<file path="config.mk">
export PLATFORM = sky130hd
export DESIGN_NAME = fc_obuf
export DESIGN_NICKNAME = d
export VERILOG_FILES = /design/src/rtl/fc_obuf.sv
export SDC_FILE = /design/constraint.sdc
export NUM_CORES = 2
export LEC_CHECK = 0
export ABC_AREA = 1
export CORE_MARGIN = 5
export CORE_UTILIZATION = 30
export CTS_CLUSTER_DIAMETER = 120
export DETAILED_ROUTE_END_ITERATION = 6
export PLACE_DENSITY_LB_ADDON = 0.05
export SLEW_MARGIN = 30
export SYNTH_ARGS = -nofsm -noshare
export SYNTH_HDL_FRONTEND = slang
export SYNTH_SLANG_ARGS = --single-unit
export TNS_END_PERCENT = 30
</file>
<file path="constraint.sdc">
create_clock -name clk -period 6.6 [get_ports clk]
set_input_delay 1.98 -clock clk [delete_from_list [all_inputs] [get_ports clk]]
set_output_delay 1.98 -clock clk [all_outputs]
set_load 0.02 [all_outputs]
</file>
<file path="src/rtl/fc_obuf.sv">
// fc_obuf: FC-layer output buffer; bit-serial accumulate, requantize, drain.
// Define FC_OBUF_RELU_EN for ReLU requantization (default: signed saturation).
module fc_obuf #(
   parameter int DATA_SIZE      = 8,
   parameter int XBAR_SIZE      = 128,
   parameter int OBUF_BUS_WIDTH = 46,
   parameter int OUT_SHIFT      = 4,
   localparam int OBUF_DATA_SIZE = (DATA_SIZE == 1) ? $clog2(XBAR_SIZE)
                                 : 2 * DATA_SIZE + $clog2(XBAR_SIZE),
   localparam int NUM_CHANNELS  = OBUF_BUS_WIDTH / OBUF_DATA_SIZE,
   localparam int FIFO_LENGTH   = ((XBAR_SIZE / DATA_SIZE) + NUM_CHANNELS - 1)
                                 / NUM_CHANNELS,
   localparam int AW = (FIFO_LENGTH > 1) ? $clog2(FIFO_LENGTH) : 1,
   localparam int BW = (DATA_SIZE > 1) ? $clog2(DATA_SIZE) : 1
) (
   input  logic                                   clk,
   input  logic                                   rst_n,
   input  logic                                   i_clear,
   input  logic                                   i_we,
   input  logic [AW-1:0]                          i_obuf_addr,
   input  logic [BW-1:0]                          i_bit,
   input  logic [NUM_CHANNELS*OBUF_DATA_SIZE-1:0] i_data,
   input  logic                                   i_start_tx,
   output logic                                   o_we,
   output logic [DATA_SIZE-1:0]                   o_data [NUM_CHANNELS-1:0],
   output logic                                   o_busy,
   output logic                                   o_done
);

   localparam int W = OBUF_DATA_SIZE;

   typedef enum logic [1:0] {
      S_IDLE,
      S_DRAIN,
      S_DONE
   } state_t;

   state_t                state_q, state_d;
   logic [AW-1:0]         cnt_q, cnt_d;
   logic [AW-1:0]         rd_idx;
   logic signed [W-1:0]   acc_q [FIFO_LENGTH][NUM_CHANNELS];
   logic signed [W-1:0]   acc_d [FIFO_LENGTH][NUM_CHANNELS];
   logic [DATA_SIZE-1:0]  data_q [NUM_CHANNELS-1:0];
   logic [DATA_SIZE-1:0]  data_d [NUM_CHANNELS-1:0];
   logic                  we_q, we_d;
   logic                  done_q, done_d;

   function automatic logic [DATA_SIZE-1:0] requant(
      input logic signed [W-1:0] a
   );
      logic signed [W-1:0] s;
`ifdef FC_OBUF_RELU_EN
      localparam logic signed [W-1:0] UMAX = W'((2 ** DATA_SIZE) - 1);
      s = a >>> OUT_SHIFT;
      if (s[W-1])
         requant = '0;
      else if (s > UMAX)
         requant = '1;
      else
         requant = s[DATA_SIZE-1:0];
`else
      localparam logic signed [W-1:0] SMAX = W'((2 ** (DATA_SIZE - 1)) - 1);
      localparam logic signed [W-1:0] SMIN = W'(-(2 ** (DATA_SIZE - 1)));
      s = a >>> OUT_SHIFT;
      if (s > SMAX)
         requant = {1'b0, {(DATA_SIZE - 1){1'b1}}};
      else if (s < SMIN)
         requant = {1'b1, {(DATA_SIZE - 1){1'b0}}};
      else
         requant = s[DATA_SIZE-1:0];
`endif
   endfunction

   always_comb begin
      state_d = state_q;
      cnt_d   = cnt_q;
      acc_d   = acc_q;
      data_d  = data_q;
      we_d    = 1'b0;
      done_d  = 1'b0;
      rd_idx  = cnt_q - AW'(1);
      unique case (state_q)
         S_IDLE: begin
            rd_idx = AW'(FIFO_LENGTH - 1);
            for (int a = 0; a < FIFO_LENGTH; a++) begin
               for (int c = 0; c < NUM_CHANNELS; c++) begin
                  if (i_clear)
                     acc_d[a][c] = '0;
                  else if (i_we && i_obuf_addr == AW'(a))
                     acc_d[a][c] = acc_q[a][c]
                                 + ($signed(i_data[c*W +: W]) <<< i_bit);
               end
            end
            // First element is loaded here so o_we lines up with o_busy
            if (i_start_tx) begin
               state_d = S_DRAIN;
               cnt_d   = AW'(FIFO_LENGTH - 1);
               we_d    = 1'b1;
            end
         end
         S_DRAIN: begin
            if (cnt_q == '0) begin
               state_d = S_DONE;
               done_d  = 1'b1;
            end else begin
               cnt_d = rd_idx;
               we_d  = 1'b1;
            end
         end
         S_DONE:  state_d = S_IDLE;
         default: state_d = S_IDLE;
      endcase
      if (we_d) begin
         for (int c = 0; c < NUM_CHANNELS; c++)
            data_d[c] = requant(acc_d[rd_idx][c]);
      end
   end

   always_ff @(posedge clk) begin
      if (!rst_n) begin
         state_q <= S_IDLE;
         cnt_q   <= '0;
         acc_q   <= '{default: '0};
         data_q  <= '{default: '0};
         we_q    <= 1'b0;
         done_q  <= 1'b0;
      end else begin
         state_q <= state_d;
         cnt_q   <= cnt_d;
         acc_q   <= acc_d;
         data_q  <= data_d;
         we_q    <= we_d;
         done_q  <= done_d;
      end
   end

   assign o_we   = we_q;
   assign o_data = data_q;
   assign o_busy = (state_q == S_DRAIN);
   assign o_done = done_q;

endmodule

</file>
After elaboration in Yosys (flattened, before gate mapping)
Cells that the tools add are included.
{"block": "totals", "input_bits": 57, "output_inout_bits": 19, "ff_bits": 391, "wordCells": 124}
{"block": "classes", "muxes": 51, "shifts": 2, "bitwise_logic": 1, "n_reduce_logical": 15, "order_cmp": 5, "eq_ne": 11, "add_sub_neg": 17}
{"op": "$mux W23", "n": 32}
{"op": "$add A23 B23 Y23", "n": 16}
{"op": "$mux W368", "n": 1}
{"op": "$bmux W46 S3", "n": 1}
{"op": "$mux W46", "n": 2}
{"op": "$sshl A23 B3 Y23", "n": 2}
{"op": "$gt A19 B8 Y1 const B", "n": 2}
{"op": "$lt A19 B8 Y1 const B", "n": 2}
{"op": "$mux W8", "n": 4}
{"op": "$eq A3 B3 Y1 const B", "n": 4}
{"op": "$mux W3", "n": 3}
{"op": "$logic_and A1 B1 Y1", "n": 8}
{"op": "$eq A3 B2 Y1 const B", "n": 2}
{"op": "$logic_not A3 Y1", "n": 2}
{"op": "$pmux W3 S2", "n": 1}
{"op": "$ge A4 B4 Y1 const B", "n": 1}
{"op": "$mux W2", "n": 2}
{"op": "$ne A2 B2 Y1 const B", "n": 2}
{"op": "$not A3 Y4", "n": 1}
{"op": "$pmux W2 S2", "n": 1}
{"op": "$reduce_and A2 Y1", "n": 2}
{"op": "$eq A3 B1 Y1 const B", "n": 1}
{"op": "$mux W1", "n": 3}
{"op": "$reduce_and A3 Y1", "n": 1}
{"op": "6 further kinds", "n": 6}

Depth between registers and ports, before layout
{"block": "logic_depth", "ltp_word": 11, "ltp_mapped": 34, "ltp_nobuf": 33}

Worst setup path before layout
OpenSTA, ideal clock, no wires.
{"block": "synth_timing", "path_type": "input port to flip-flop", "from": "in i_bit[1]", "to": "reg data_q (netlist bit o_data[0])", "slack_ps": 839, "n_path_buf": 4, "cell_stages": 29, "required_time_ps": 6483, "t_arrival_ps": 5644, "cell_sequence": "buf_4 -> inv_8 -> buf_4 -> clkbuf_1 -> buf_1 -> o21ai_0 -> o21ai_0 -> ha_1 -> a21o_1 -> a31oi_1 -> nor2_1 -> a211oi_1 -> nand2_1 -> nand2_1 -> nand3_1 -> nand2_1 -> nand3_1 -> nand2_1 -> nand2_1 -> nand2_1 -> nand2_1 -> inv_1 -> nand2_1 -> nor2_1 -> nand2_1 -> nand2_1 -> nand2_2 -> nor2_1 -> nor2_1"}
{"block": "synth_between", "elab_chain_len": 11, "word_cells_on_any_way": 33}
{"item": "start, declared", "line_no": "21", "rtl": "input logic [BW-1:0] i_bit,"}
{"item": "$sshl A23 B3 Y23 *", "line_no": "91", "rtl": "+ ($signed(i_data[c*W +: W]) <<< i_bit);"}
{"item": "$add A23 B23 Y23", "line_no": "91"}
{"item": "$mux W23", "line_no": "89", "rtl": "else if (i_we && i_obuf_addr == AW'(a))"}
{"item": "$mux W23", "line_no": "87", "rtl": "if (i_clear)"}
{"item": "$mux W368 *", "line_no": "82", "rtl": "unique case (state_q)"}
{"item": "$bmux W46 S3 *", "line_no": "115", "rtl": "data_d[c] = requant(acc_d[rd_idx][c]);"}
{"item": "$mux W46 * (2 in series)"}
{"item": "$lt A19 B8 Y1", "line_no": "67", "rtl": "else if (s < SMIN)"}
{"item": "$mux W8", "line_no": "67"}
{"item": "$mux W8 *", "line_no": "65", "rtl": "if (s > SMAX)"}
{"item": "end signal, assigned", "line_no": "131", "rtl": "data_q <= data_d;"}
{"item": "end, declared", "line_no": "43", "rtl": "logic [DATA_SIZE-1:0] data_q [NUM_CHANNELS-1:0];"}
Mark *: on every way between the ends. The rest lies on a longest branch, timed or not. The select of a mux whose other input is x is not followed.
A chain may end at the register's enable or synchronous reset.

Worst setup path in the final report
{"block": "layout_timing", "from": "in i_data[29]", "to": "reg data_q (netlist bit o_data[10])"}
{"block": "layout_between", "elab_chain_len": 11, "word_cells_on_any_way": 33}
{"item": "start, declared", "line_no": "22", "rtl": "input logic [NUM_CHANNELS*OBUF_DATA_SIZE-1:0] i_data,"}
{"item": "$sshl A23 B3 Y23 *", "line_no": "91"}
{"item": "$add A23 B23 Y23", "line_no": "91"}
{"item": "$mux W23", "line_no": "89"}
{"item": "$mux W23", "line_no": "87"}
{"item": "$mux W368 *", "line_no": "82"}
{"item": "$bmux W46 S3 *", "line_no": "115"}
{"item": "$mux W46 (not written as such) * (2 in series)", "line_no": "115"}
{"item": "$lt A19 B8 Y1", "line_no": "67"}
{"item": "$mux W8", "line_no": "67"}
{"item": "$mux W8 *", "line_no": "65"}
Marked as above.

==> flow_metrics.py <==
metrics = {
    "worst_setup_path": {
        "worstSetupStartpointType": "input port",
        "r2r_cells": 22,
        "startpoint": "i_data[29]",
        "timing.rr.end": "o_data[10]",
        "slowest_delay_ns": 0.53,
        "arrival_ns": 6.46,
        "cpMostUsedCell": "nand2_1",
        "crit_end": "o_data[10]",
        "r2r_slack_ns": 1.79,
        "crit_path_end_kind": "flip-flop",
        "cp_max_fo": 8,
        "cp_slowest_cell": "o21ai_0",
        "critPathKind": "input port to flip-flop",
        "required_ns": 7.17,
        "rr_startpoint": "cnt_q[0]",
    },
    "timing": {
        "final.setup_skew_ns": 0.0340,
        "slew_viol_final": 0,
        "fin_setup_tns_ns": 0,
        "maxSlewHeadroom_pct": 36.0,
        "clock.fmax_mhz": 170,
        "post-route-period-util_pct": 89.1,
        "worstMarginPinSlew_ns": 0.959,
        "rsz0062_at_grt": "no",
        "setup_viol": 0,
        "hold_viol": 0,
        "period_minus_slack_ns": 5.88,
    },
    "clock_tree": {
        "cts.reportedPaths.clkPinSlew_ns": 0.06,
        "post_cts_buffers": 0,
        "cts_buffer_depth": 3,
        "htreeDepth": 2,
        "insertion_delay_ns": 0.69,
        "cts_hold_buffers": 0,
        "cts_resized": 0,
        "clock_sinks": 391,
        "cts_buffers": 59,
        "cts_root_buffer": "clkbuf_16",
        "cts_tree": "done",
    },
    "place": {
        "place_area_mm2": 0.0458,
        "gp_congestion": 0.920,
        "hpwlAfterDp_mm": 150,
        "placed_cells": 8858,
        "place.port_buffers": 75,
    },
    "global_route": {
        "met3_usage_pct": 2.49,
        "gr-total-overflow": 0,
        "busiest_layer": "met2",
        "grt_pass1_vias": 44948,
        "grtUsageMet2_pct": 41.9,
        "antenna_found_initial": 6,
        "grt.total_usage_pct": 26.0,
        "grt_pass1_wl_mm": 292,
        "grtUsageMet1_pct": 37.6,
        "grt_max_degree": 142,
    },
    "final_layout": {
        "finish.utilization_pct": 34.8,
        "area_growth_pct": 15.1,
        "drive_above_1_share_pct": 8.84,
        "fin_cells": 8969,
        "multi_input_area_mm2": 0.0303,
        "fill_cells": 15394,
        "seqCellArea_mm2": 0.00783,
        "fin_area_mm2": 0.0479,
        "fin_nets": 7504,
    },
    "drt": {
        "wl_mm": 198,
        "drc": 0,
        "drt-initial-drc-count": 3546,
        "drt_pass1_iterations": 5,
        "drtAntennaViolNets": 0,
        "via_count": 47472,
        "avgRoutedWirePerCell_um": 22.1,
        "via_per_inst": 5.29,
    },
    "power": {
        "peakVddDrop_uv": 187,
        "p_sw_share_pct": 41.0,
        "pwr-share-seq_pct": 26.5,
        "powerDensity_mw_per_mm2": 200,
        "totalPowerFinal_mw": 9.56,
        "power.leakage_nw": 21.2,
        "clockPowerShare_pct": 37.8,
        "internal-power_mw": 5.64,
        "p_switching_mw": 3.92,
        "p_comb_share_pct": 35.7,
    },
    "yosys": {
        "post_synth_num_cell_types": 69,
        "postSynthAreaPerCell_um2": 5.91,
        "syn-instance-count": 7046,
        "synth_nets": 7425,
        "synth-edff-count": 0,
        "yosysSeqAreaShare_pct": 18.8,
        "synth_async_sr_flop_share_pct": 0,
        "syn_area_mm2": 0.0416,
        "ys.flop_type": "dfxtp_1",
        "synth-seq-cells": 391,
        "ys_warn_count": 0,
    },
    "job": {
        "drv_cap": 0,
    },
    "floorplanning": {
        "core_mm2": 0.138,
        "placementRows": 136,
        "dieArea_mm2": 0.146,
        "die_h_um": 383,
        "ioPinCount": 76,
        "die_x_um": 383,
        "start_util_pct": 30.2,
    },
    "outcome": {
        "outcome": "complete, no violations",
    },
    "hold_path": {
        "hold_path.class": "flip-flop to flip-flop",
    },
}
-- kinds of logic (layout without fill, tap and decap cells) --
logic type	after synthesis	count (layout)	synth area share, %
flip-flops	391	391	18.8
multiplexers	13	13	0.312
buffers and inverters	953	1080	8.90
XOR/XNOR	156	156	3.30
AND/OR/NAND/NOR	3622	3622	37.1
AO/OA/AOI/OAI	1589	1589	21.9
adder cells (fa/ha/maj)	322	322	9.68
other	0	2	0
-- how the worst min path moves through the flow --
| stage | to | slack, ns | cells after the start |
|---|---|---|---|
| final | flip-flop | 0.48 | 2 |
| after global routing | flip-flop | 0.50 | 2 |
| after CTS | flip-flop | 0.48 | 2 |
| after detailed placement | flip-flop | 0.47 | 2 |
| after global placement | flip-flop | 0.46 | 2 |
| after floorplan | cnt_q[1] | 0.45 | 2 |
-- critical path: cells and delay by family --
| kind | cells | cell delay [ns] |
|---|---|---|
| AND/OR/NAND/NOR | 18 | 1.73 |
| adder cells (fa/ha/maj) | 1 | 0.31 |
| buffers and inverters | 4 | 0.82 |
| multiplexers | 1 | 0.20 |
| AO/OA/AOI/OAI | 6 | 1.39 |
-- cells in the final DEF (no fill, tap or decap), types with 58 or more instances in the layout --
cell / Yosys / routed
xor2_1: 87 / 87
xnor2_1: 68 / 68
clkdlybuf4s50_1: 0 / 70
nand3_1: 578 / 578
dfxtp_1: 391 / 390
a21oi_1: 786 / 785
nand2_1: 1862 / 1862
clkbuf_16: 0 / 59
nand2_2: 58 / 58
nor3_1: 115 / 113
o211ai_1: 127 / 127
o21ai_0: 325 / 299
inv_1: 621 / 620
buf_4: 5 / 210
nor2_1: 811 / 800
ha_1: 322 / 321
-- cell type report --
class,count,share of cell area (%)
inverter,654,5.19
clock buffer,80,3.50
sequential,391,16.3
antenna,2,0.0104
tap,1794,4.68
clock inverter,29,0.961
multi-input combinational,5702,63.2
timing repair buffer,317,6.15
-- per-stage QoR --
stage / setup slack [ns] / hold slack, ns
after floorplan: 0.839 / 0.451
after global placement: 0.0767 / 0.464
after detailed placement: 0.0837 / 0.470
after CTS: 0.808 / 0.480
after global routing: 0.378 / 0.503
final: 0.717 / 0.477
-- power by group through the flow --
stage          logic [mW]  clock network, mW  registers, mW
3_3_place_gp         3.39                  0           2.59
2_1_floorplan        1.94                  0           2.55
5_1_grt              3.70               3.79           2.54
4_1_cts              3.39               3.72           2.54
3_5_place_dp         3.38                  0           2.59
6_report             3.41               3.62           2.54
-- layer usage --
layer  part of all wire [%]  vias to the layer above  wire length (um)
li1                       -                    23769                 -
met5                      0                        -                 0
met2                     44                     1037             87100
met4                    2.3                        0              4500
met3                    4.5                      204              8900
met1                     49                    22462             97400
-- synth_stat cells (13+ instances only) --
| cell | n | area, um2 |
|---|---|---|
| ha_1 | 322 | 4030 |
| a31oi_1 | 31 | 194 |
| mux2i_1 | 13 | 130 |
| or2_2 | 48 | 300 |
| inv_2 | 28 | 105 |
| o211ai_1 | 127 | 953 |
| o21ai_0 | 325 | 1630 |
| a221oi_1 | 13 | 114 |
| nor2_2 | 19 | 119 |
| buf_2 | 25 | 125 |
| nand2_4 | 14 | 158 |
| o21a_1 | 48 | 360 |
| nor2_1 | 811 | 3040 |
| nand3_1 | 578 | 2890 |
| o21bai_1 | 28 | 210 |
| dfxtp_1 | 391 | 7830 |
| o21ai_1 | 38 | 190 |
| a21o_1 | 15 | 113 |
| inv_1 | 621 | 2330 |
| nand3_2 | 20 | 200 |
| o22ai_1 | 31 | 194 |
| clkbuf_1 | 202 | 758 |
| nand2_1 | 1862 | 6990 |
| buf_1 | 60 | 225 |
| xor2_1 | 87 | 762 |
| a22oi_1 | 37 | 278 |
| a21oi_1 | 786 | 3930 |
| nand4_1 | 47 | 294 |
| nand2_2 | 58 | 363 |
| xnor2_1 | 68 | 596 |
| a211oi_1 | 33 | 248 |
| o21ai_2 | 21 | 184 |
| nor3_1 | 115 | 576 |
No activity file was read; power rests on OpenSTA's default activity.
